`config.mk`:
```
export PLATFORM = sky130hd
export DESIGN_NAME = spi_reg_ctrl
export DESIGN_NICKNAME = d
export VERILOG_FILES = /design/src/rtl/spi_pkg.sv /design/src/rtl/spi_reg_ctrl.sv
export SDC_FILE = /design/constraint.sdc
export NUM_CORES = 1
export LEC_CHECK = 0
export CAP_MARGIN = 10
export CORE_UTILIZATION = 40
export CTS_CLUSTER_DIAMETER = 150
export DETAILED_ROUTE_END_ITERATION = 10
export GPL_TIMING_DRIVEN = 0
export PLACE_DENSITY = 0.73
export RECOVER_POWER = 25
export SLEW_MARGIN = 10
export SYNTH_ARGS = -nofsm -noshare
export SYNTH_HDL_FRONTEND = slang
export SYNTH_SLANG_ARGS = --single-unit
```
`constraint.sdc`:
```
create_clock -name clk -period 1.15 [get_ports clk]
set_input_delay 0.23 -clock clk [delete_from_list [all_inputs] [get_ports clk]]
set_output_delay 0.23 -clock clk [all_outputs]
set_load 0.05 [all_outputs]
```
`src/rtl/spi_pkg.sv`:
```
`default_nettype none
// ============================================================================
//  Module      : spi_pkg
//  Description : Shared types and constants for the SPI register controller:
//                FSM state encoding, command read-bit position and register
//                address width.
//  Revision    : 1.0 - initial release
// ============================================================================
package spi_pkg;

  localparam int CMD_RD_BIT = 7;
  localparam int REG_ADDR_W = 7;

  typedef enum logic [2:0] {
    ST_IDLE   = 3'd0,
    ST_CMD    = 3'd1,
    ST_WR_REQ = 3'd2,
    ST_RD_REQ = 3'd3,
    ST_DATA   = 3'd4
  } state_t;

endpackage : spi_pkg
`default_nettype wire

```
`src/rtl/spi_reg_ctrl.sv`:
```
`default_nettype none
// ============================================================================
//  Module      : spi_reg_ctrl
//  Description : Turns a stream of SPI bytes into register-bus accesses.
//                The first byte of a transfer is a command (bit7 = read,
//                bits[6:0] = start address); following bytes are write data
//                or read-prefetch triggers.
//  Ports       : clk, rst              - clock, async active-high reset
//                xfer_active           - chip-select asserted
//                byte_stb, rx_byte     - received byte strobe and value
//                tx_byte               - next byte to shift out
//                reg_addr/wdata/we/re  - register bus request
//                reg_rdata, reg_ack    - register bus completion
//                overrun               - sticky byte-dropped flag
//  Revision    : 1.0 - initial release
// ============================================================================
module spi_reg_ctrl
  import spi_pkg::*;
#(
  parameter bit         AUTO_INC  = 1'b1,
  parameter logic [7:0] FILL_BYTE = 8'hFF
) (
  input  logic                  clk,
  input  logic                  rst,
  input  logic                  xfer_active,
  input  logic                  byte_stb,
  input  logic [7:0]            rx_byte,
  output logic [7:0]            tx_byte,
  output logic [REG_ADDR_W-1:0] reg_addr,
  output logic [7:0]            reg_wdata,
  output logic                  reg_we,
  output logic                  reg_re,
  input  logic [7:0]            reg_rdata,
  input  logic                  reg_ack,
  output logic                  overrun
);

  localparam logic [REG_ADDR_W-1:0] c_addr_one = 1;

  state_t r_state;
  state_t w_next_state;
  logic   r_xfer_d;
  logic   r_is_read;
  logic   r_ended;
  logic   w_xfer_rise;
  logic   w_done;

  // r_xfer_d resets high so a transfer already active at reset release is
  // not seen as a rising edge; it must drop and rise again.
  assign w_xfer_rise = xfer_active & ~r_xfer_d;
  // Remembers a chip-select drop during a bus access so that a quick
  // re-assertion cannot resume the old transfer.
  assign w_done      = ~xfer_active | r_ended;

  // State register
  always_ff @(posedge clk or posedge rst) begin
    if (rst) r_state <= ST_IDLE;
    else     r_state <= w_next_state;
  end

  // Next-state logic
  always_comb begin
    w_next_state = r_state;
    case (r_state)
      ST_IDLE: begin
        if (w_xfer_rise) w_next_state = ST_CMD;
      end
      ST_CMD: begin
        if (!xfer_active)  w_next_state = ST_IDLE;
        else if (byte_stb) w_next_state = rx_byte[CMD_RD_BIT] ? ST_RD_REQ : ST_DATA;
      end
      ST_DATA: begin
        if (!xfer_active)  w_next_state = ST_IDLE;
        else if (byte_stb) w_next_state = r_is_read ? ST_RD_REQ : ST_WR_REQ;
      end
      ST_WR_REQ, ST_RD_REQ: begin
        if (reg_ack) w_next_state = w_done ? ST_IDLE : ST_DATA;
      end
      default: w_next_state = ST_IDLE;
    endcase
  end

  // Output logic: requests are a pure function of state, so they drop
  // immediately on reset and can never be high together.
  always_comb begin
    reg_we = 1'b0;
    reg_re = 1'b0;
    case (r_state)
      ST_WR_REQ: reg_we = 1'b1;
      ST_RD_REQ: reg_re = 1'b1;
      default: ;
    endcase
  end

  // Datapath registers
  always_ff @(posedge clk or posedge rst) begin
    if (rst) begin
      r_xfer_d  <= 1'b1;
      r_is_read <= 1'b0;
      r_ended   <= 1'b0;
      reg_addr  <= '0;
      reg_wdata <= '0;
      tx_byte   <= FILL_BYTE;
      overrun   <= 1'b0;
    end else begin
      r_xfer_d <= xfer_active;
      case (r_state)
        ST_IDLE: begin
          tx_byte   <= FILL_BYTE;
          r_is_read <= 1'b0;
          r_ended   <= 1'b0;
          if (w_xfer_rise) overrun <= 1'b0;
        end
        ST_CMD: begin
          if (xfer_active && byte_stb) begin
            reg_addr  <= rx_byte[REG_ADDR_W-1:0];
            r_is_read <= rx_byte[CMD_RD_BIT];
          end
        end
        ST_DATA: begin
          if (xfer_active && byte_stb) begin
            // Read transfers ignore the received byte; the shift-out value
            // reverts to fill until the prefetch completes.
            if (r_is_read) tx_byte   <= FILL_BYTE;
            else           reg_wdata <= rx_byte;
          end
        end
        ST_WR_REQ, ST_RD_REQ: begin
          if (!xfer_active) r_ended <= 1'b1;
          if (byte_stb)     overrun <= 1'b1;
          if (reg_ack) begin
            if (AUTO_INC)              reg_addr <= reg_addr + c_addr_one;
            if (r_state == ST_RD_REQ)  tx_byte  <= reg_rdata;
          end
        end
        default: ;
      endcase
    end
  end

endmodule : spi_reg_ctrl
`default_nettype wire
```
Yosys cells after proc, flatten, opt, wreduce, memory -nomap -nowiden --
Index checks and enable logic that the tools add are counted. W data, S select, Z words.
Operators by class: reductions and logical operators 14, order comparisons 0, shifts and indexed selects 0, add/sub/neg operators 1, div/mod/pow operators 0, bitwise logic cells 5, mux-type cells 27, $mul 0, equality and inequality tests 14
Operators with widths (number):
- $mux W8 | 4
- $mux W3 | 8
- $pmux W8 S3 | 1
- $ne A2 B2 Y1 const B | 8
- $mux W7 | 2
- $pmux W7 S2 | 1
- $pmux W3 S4 | 1
- $reduce_and A3 Y1 | 3
- $add A7 B1 Y7 const B | 1
- $mux W1 | 7
- $eq A3 B2 Y1 const B | 2
- $ne A3 B3 Y1 const B | 2
- $pmux W1 S2 | 3
- $reduce_bool A2 Y1 | 3
- $reduce_and A5 Y1 | 1
- $reduce_and A2 Y1 | 2
- $reduce_and A4 Y1 | 1
- $eq A3 B1 Y1 const B | 1
- $eq A3 B3 Y1 const B | 1
- $logic_not A3 Y1 | 1
- $not A1 Y1 | 3
- $reduce_bool A3 Y1 | 1
- $reduce_or A2 Y1 | 1
- $and A1 B1 Y1 | 1
- other kinds (2) | 2
Word-level totals: logic and storage cells 69, memories 0, bits in registers 30, output and inout bits 26, ROM bits 0, input port bits 21, latch bits 0, bits in writable memories 0

Logic depth before layout (Yosys ltp) --
depth after elaboration 5, mapped depth 6

Worst setup path before layout --
Ideal clock, no wire load.
path type register to output, from reg r_state[0], to out reg_re, path slack -377 ps, required time 920 ps, arrival time 1297 ps, stages on the path, launching flop included 4, cells stage by stage dfrtp_1 -> buf_4 -> inv_1 -> nor2_1
Between the ends: word-level cells in the longest chain between the ends 2
Ends and longest elaborated chain:
- start: declaration | RTL line spi_reg_ctrl.sv:40 | state_t r_state;
- start signal: assignment | RTL line spi_reg_ctrl.sv:58 | else r_state <= w_next_state;
- $eq A3 B2 Y1 | RTL line spi_reg_ctrl.sv:88 | case (r_state)
- $mux W1 | RTL line spi_reg_ctrl.sv:88
- end: declaration | RTL line spi_reg_ctrl.sv:32 | output logic reg_re,
Every way passes these cells.

Worst setup path in the final report --
from reg r_state[2], to reg reg_addr[5]
Between the ends: word-level cells in the longest chain between the ends 4, elaborated cells between the ends (all ways) 9, classes of those cells eq/ne (5); mux (1); reduce/logical (3)
Ends and longest elaborated chain:
- $eq A3 B2 Y1 | RTL line spi_reg_ctrl.sv:107 | case (r_state)
- $reduce_or A2 Y1 | RTL line spi_reg_ctrl.sv:107
- $ne A2 B2 Y1 (no line) / $reduce_bool A2 Y1 (equally long branches)
- $reduce_and A3 Y1 (no line)
- end signal: assignment | RTL line spi_reg_ctrl.sv:116 | reg_addr <= rx_byte[REG_ADDR_W-1:0];
- end signal: assignment | RTL line spi_reg_ctrl.sv:132 | if (AUTO_INC) reg_addr <= reg_addr + c_addr_one;
- end: declaration | RTL line spi_reg_ctrl.sv:29 | output logic [REG_ADDR_W-1:0] reg_addr,
Parallel ways exist; a longest one is shown, timed or not. A chain may end at the register's enable or synchronous reset.

==> results by stage <==
Status:
- The run finished, with violations left.
- The checks that failed: setup timing.

Final layout:
- The count of filler cells inserted in the layout is 230.
- The total inserted antenna cells is 0.
- The final layout contains 272 nets.
- The area used by multi-input combinational logic is 0.00103 mm^2.
- The area growth from synthesis to final layout is 81.5%.
- The library cells used most frequently in the layout, excluding fill and tap cells, are sky130_fd_sc_hd__buf_4 (24), sky130_fd_sc_hd__buf_6 (23), sky130_fd_sc_hd__nor2_1 (17).
- The share of the core filled with cells in the final layout is 77.2%.
- The share of cells above drive strength 1 is 59.8%.
- The final non-filler cell total is 299.
- The sequential cells in the finished layout cover a total of 772 um^2.
- The library cell used most frequently in the layout, excluding fill and tap cells, is sky130_fd_sc_hd__buf_4.

Timing:
- The tightest slew margin relative to the limit is 55.9%.
- Setup violations remaining at the end of the flow were counted as 37.
- The worst path in the final design needs a cycle of 1.41 ns, including I/O delays and setup.
- Setup repair after global routing could not meet its margin everywhere.
- The worst setup skew after layout is 0.00288 ns.
- The final critical-path share of the clock period is 123%.
- For this run, the top clock speed supported by timing is 708 MHz.
- The count of pins over their slew limit is 0.
- Once routing completed, OpenROAD measured the worst setup slack at -0.263 ns.
- For the final routed database, the setup TNS stands at -6.18 ns.
- The final count of hold timing violations is 0.
- The actual transition at the worst max-transition pin is 0.661 ns.

Yosys:
- After synthesis, the cell types taking the most area are sky130_fd_sc_hd__dfrtp_1 (33%), sky130_fd_sc_hd__dfstp_2 (15%), sky130_fd_sc_hd__nor2_1 (6.4%), sky130_fd_sc_hd__a21oi_1 (6.0%), sky130_fd_sc_hd__mux2_2 (5.0%).
- After synthesis, the largest area contributor takes up 33.0% of total cell area.
- The synthesized netlist devotes 0.786% of its cell area to adder and majority cells.
- The count of yosys warnings during synthesis is 0.
- Among all flip-flop cells after synthesis, the most frequent one is sky130_fd_sc_hd__dfrtp_1.
- Of the synthesized area, sequential elements account for 47.9%.
- The post-synthesis share of cell area spent on and, or, nand and nor gates is 21.4%.
- When the netlist entered floorplanning its net count stood at 188.
- The mux cell area share after synthesis is 6.92%.
- The count of cell types in the netlist is 41.
- The synthesized design spends more area on one cell type than any other, namely sky130_fd_sc_hd__dfrtp_1.
- The post-synthesis xor/xnor area fraction is 0%.
- Yosys mapped a number of flops with a built-in enable equal to 0.
- By area, the combinational part of the netlist is dominated by simple AND/OR/NAND/NOR gates.
- After synthesis, the mean cell area works out to 9.59 um^2.
- After synthesis, the share of flip-flops with an asynchronous set or reset is 100%.
- The total of flip-flops plus latches after synthesis is 30.
- In this run the cell area of the synthesized design comes to 0.00159 mm^2.
- The compound-gate portion of the synthesized area is 18.0%.
- Synthesis produced 166 cells.

Die:
- The floorplan step set the die width to 65.1 um.
- The chip height is 65.1 um.
- For this design the top-level I/O count stands at 47.
- The row count is 22.
- The area of the die is 0.00423 mm^2.
- The area of the core is 0.00374 mm^2.
- The initial utilization of the core area, before any placement, comes to 42.5%.

CTS:
- The number of buffers added by the clock tree synthesis step is 5.
- The clock passes through at most 2 buffers.
- Hold repair after CTS inserted 0 buffers.
- The clock latency on the worst-skew pair is 0.29 ns.
- TritonCTS built the clock tree.
- The clock net sink count is 30.
- The tree is rooted in a sky130_fd_sc_hd__clkbuf_8.
- CTS built an H-tree with a depth of 2.
- Clock-pin slew was measured on the worst setup and hold paths at 0.06 ns.

Global routing:
- The total overflow reported by the global router is 0.
- The aggregate global-route resource usage is 24.7%.
- Entering global routing, the biggest net connects 31 pins.
- The first global-routing pass estimated 7650 um of wire.
- The initial antenna violation count is 0.
- The number of global-route vias before repair came to 1607.

Setup path:
- The element type at the critical path end is a flop.
- STA puts the critical path data required time at 1.32 ns.
- STA classifies the critical path startpoint as a flop.
- The register-to-register setup slack is -0.26 ns.
- The critical path arrival is 1.58 ns.
- In this run the worst path has a maximum fanout of 6.
- The type of the worst setup path is flop to flop.

Drt:
- The detailed router placed 1626 vias in this run.
- The remaining antenna violation count after routing is 0.
- The aggregate routed wire length is 5260 um.
- The first detailed-routing pass took 4 iterations.
- After detailed routing, the number of vias per cell comes to 5.44.
- The first routing iteration left 45 violations.
- In the routed design, unresolved DRC markers number 0.
- The average wire per cell in the routed design is 17.6 um.

Power and ir drop:
- The worst-case IR drop observed on VDD is 0.00181 V.
- Of the total power, the share spent switching nets is 45.6%.
- The cell-internal power is 4630 uW.
- In this run the power density over the cells is 2940 mW/mm^2.
- Sequential cells burn 22.6% of the power.
- The net switching power is 3880 uW.
- The portion of total power attributed to combinational logic is 65.5%.
- The analysis attributes to cell leakage a power of 0.00124 uW.
- The clock network burns 11.9% of the power.

Run:
- Across the run, the number of max-cap violations was 0.

Hold path:
- The worst hold path belongs to the class input port to flop.

Placed design:
- The number of I/O port buffers is 46.
- The number of placed cells counting well taps is 260.
- The routability-driven placement congestion ratio is 0.911.
- Detailed placement finished with a half-perimeter wire length of 2800 um.
sequential cells by signal, indices dropped and copies added, names as in the netlist:
| register | flops |
|---|---|
| reg_wdata | 8 |
| tx_byte | 8 |
| reg_addr | 7 |
| r_state | 3 |
| overrun | 1 |
| r_ended | 1 |
| r_is_read | 1 |
| r_xfer_d | 1 |
worst max-delay path, cell delays in order (launching register included):
cell and delay (ns):
sky130_fd_sc_hd__dfrtp_1 0.40, sky130_fd_sc_hd__buf_6 0.16, sky130_fd_sc_hd__nor2b_4 0.18, sky130_fd_sc_hd__buf_6 0.14
sky130_fd_sc_hd__o21ai_0 0.13, sky130_fd_sc_hd__a21oi_1 0.24, sky130_fd_sc_hd__a21oi_2 0.05
timing repair:
action,4_1_cts,5_1_grt
gates resized for setup,213,49
setup endpoints to repair,76,53
gates cloned,2,1
buffers inserted,18,11
pin swaps,21,16
per-stage QoR:
stage / setup WS, ns / hold WS, ns / power, uW / cell area (um^2)
after floorplan: -0.137 / 0.234 / 4670 / 1700
after global placement: -0.655 / 0.488 / 5670 / 2220
after detailed placement: -0.654 / 0.492 / 5760 / 2220
after CTS: -0.279 / 0.201 / 7640 / 2610
after global routing: -0.340 / 0.206 / 8900 / 2890
final: -0.263 / 0.217 / 8510 / 2890
synth_stat cells (all sizes together), types with 2 or more instances:
library cell / instances
o22ai: 4
a21oi: 20
nor2: 29
o31ai: 2
dfrtp: 21
nand2: 14
inv: 3
nand3: 7
o21ai: 11
mux2: 8
dfstp: 9
nand2b: 6
nor2b: 3
mux2i: 2
a21boi: 2
buf: 10
cells by family (layout without fill, tap and decap cells):
family	Yosys count	after routing
buffers and inverters	13	98
and+or+nand+nor	66	66
DFF	30	30
muxes	10	10
AOI/OAI and AO/OA	46	46
adders and majority gates	1	1
worst paths after layout:
check,startpoint,depth (start not counted),endpoint
max,r_state[2]$_DFFE_PP0P_,6,reg_addr[5]$_DFFE_PP0P_
min,xfer_active,1,r_xfer_d$_DFF_PP1_
max reg2reg,r_state[2]$_DFFE_PP0P_,6,reg_addr[5]$_DFFE_PP0P_
min reg2reg,reg_wdata[5]$_DFFE_PP0P_,1,reg_wdata[5]$_DFFE_PP0P_
max in group asynchronous,rst,2,reg_addr[4]$_DFFE_PP0P_
min in group asynchronous,rst,2,reg_wdata[0]$_DFFE_PP0P_
power groups by stage:
stage | registers, uW | clock network (uW) | logic, uW
after floorplan | 2870 | 0 | 1800
after global placement | 1830 | 0 | 3850
after detailed placement | 1850 | 0 | 3910
after CTS | 1870 | 1040 | 4730
after global routing | 1960 | 1090 | 5840
final | 1920 | 1010 | 5570
routing by layer:
layer	GRT usage, %	up-vias	wire, um
li1	-	747	-
met5	0	-	0
met2	44.7	70	2870
met1	28.1	796	2000
met4	7.34	0	91
met3	6.51	13	298
area by class of cell:
| cell class | instances | share of cell area (%) |
|---|---|---|
| plain buffers | 9 | 4.07 |
| clock buffers | 8 | 3.81 |
| inverters | 3 | 0.520 |
| multi-input cells | 123 | 35.7 |
| flip-flops and latches | 30 | 26.7 |
| well taps | 48 | 2.08 |
| repair buffers | 78 | 27.1 |
No activity file was read; power rests on OpenSTA's default activity.
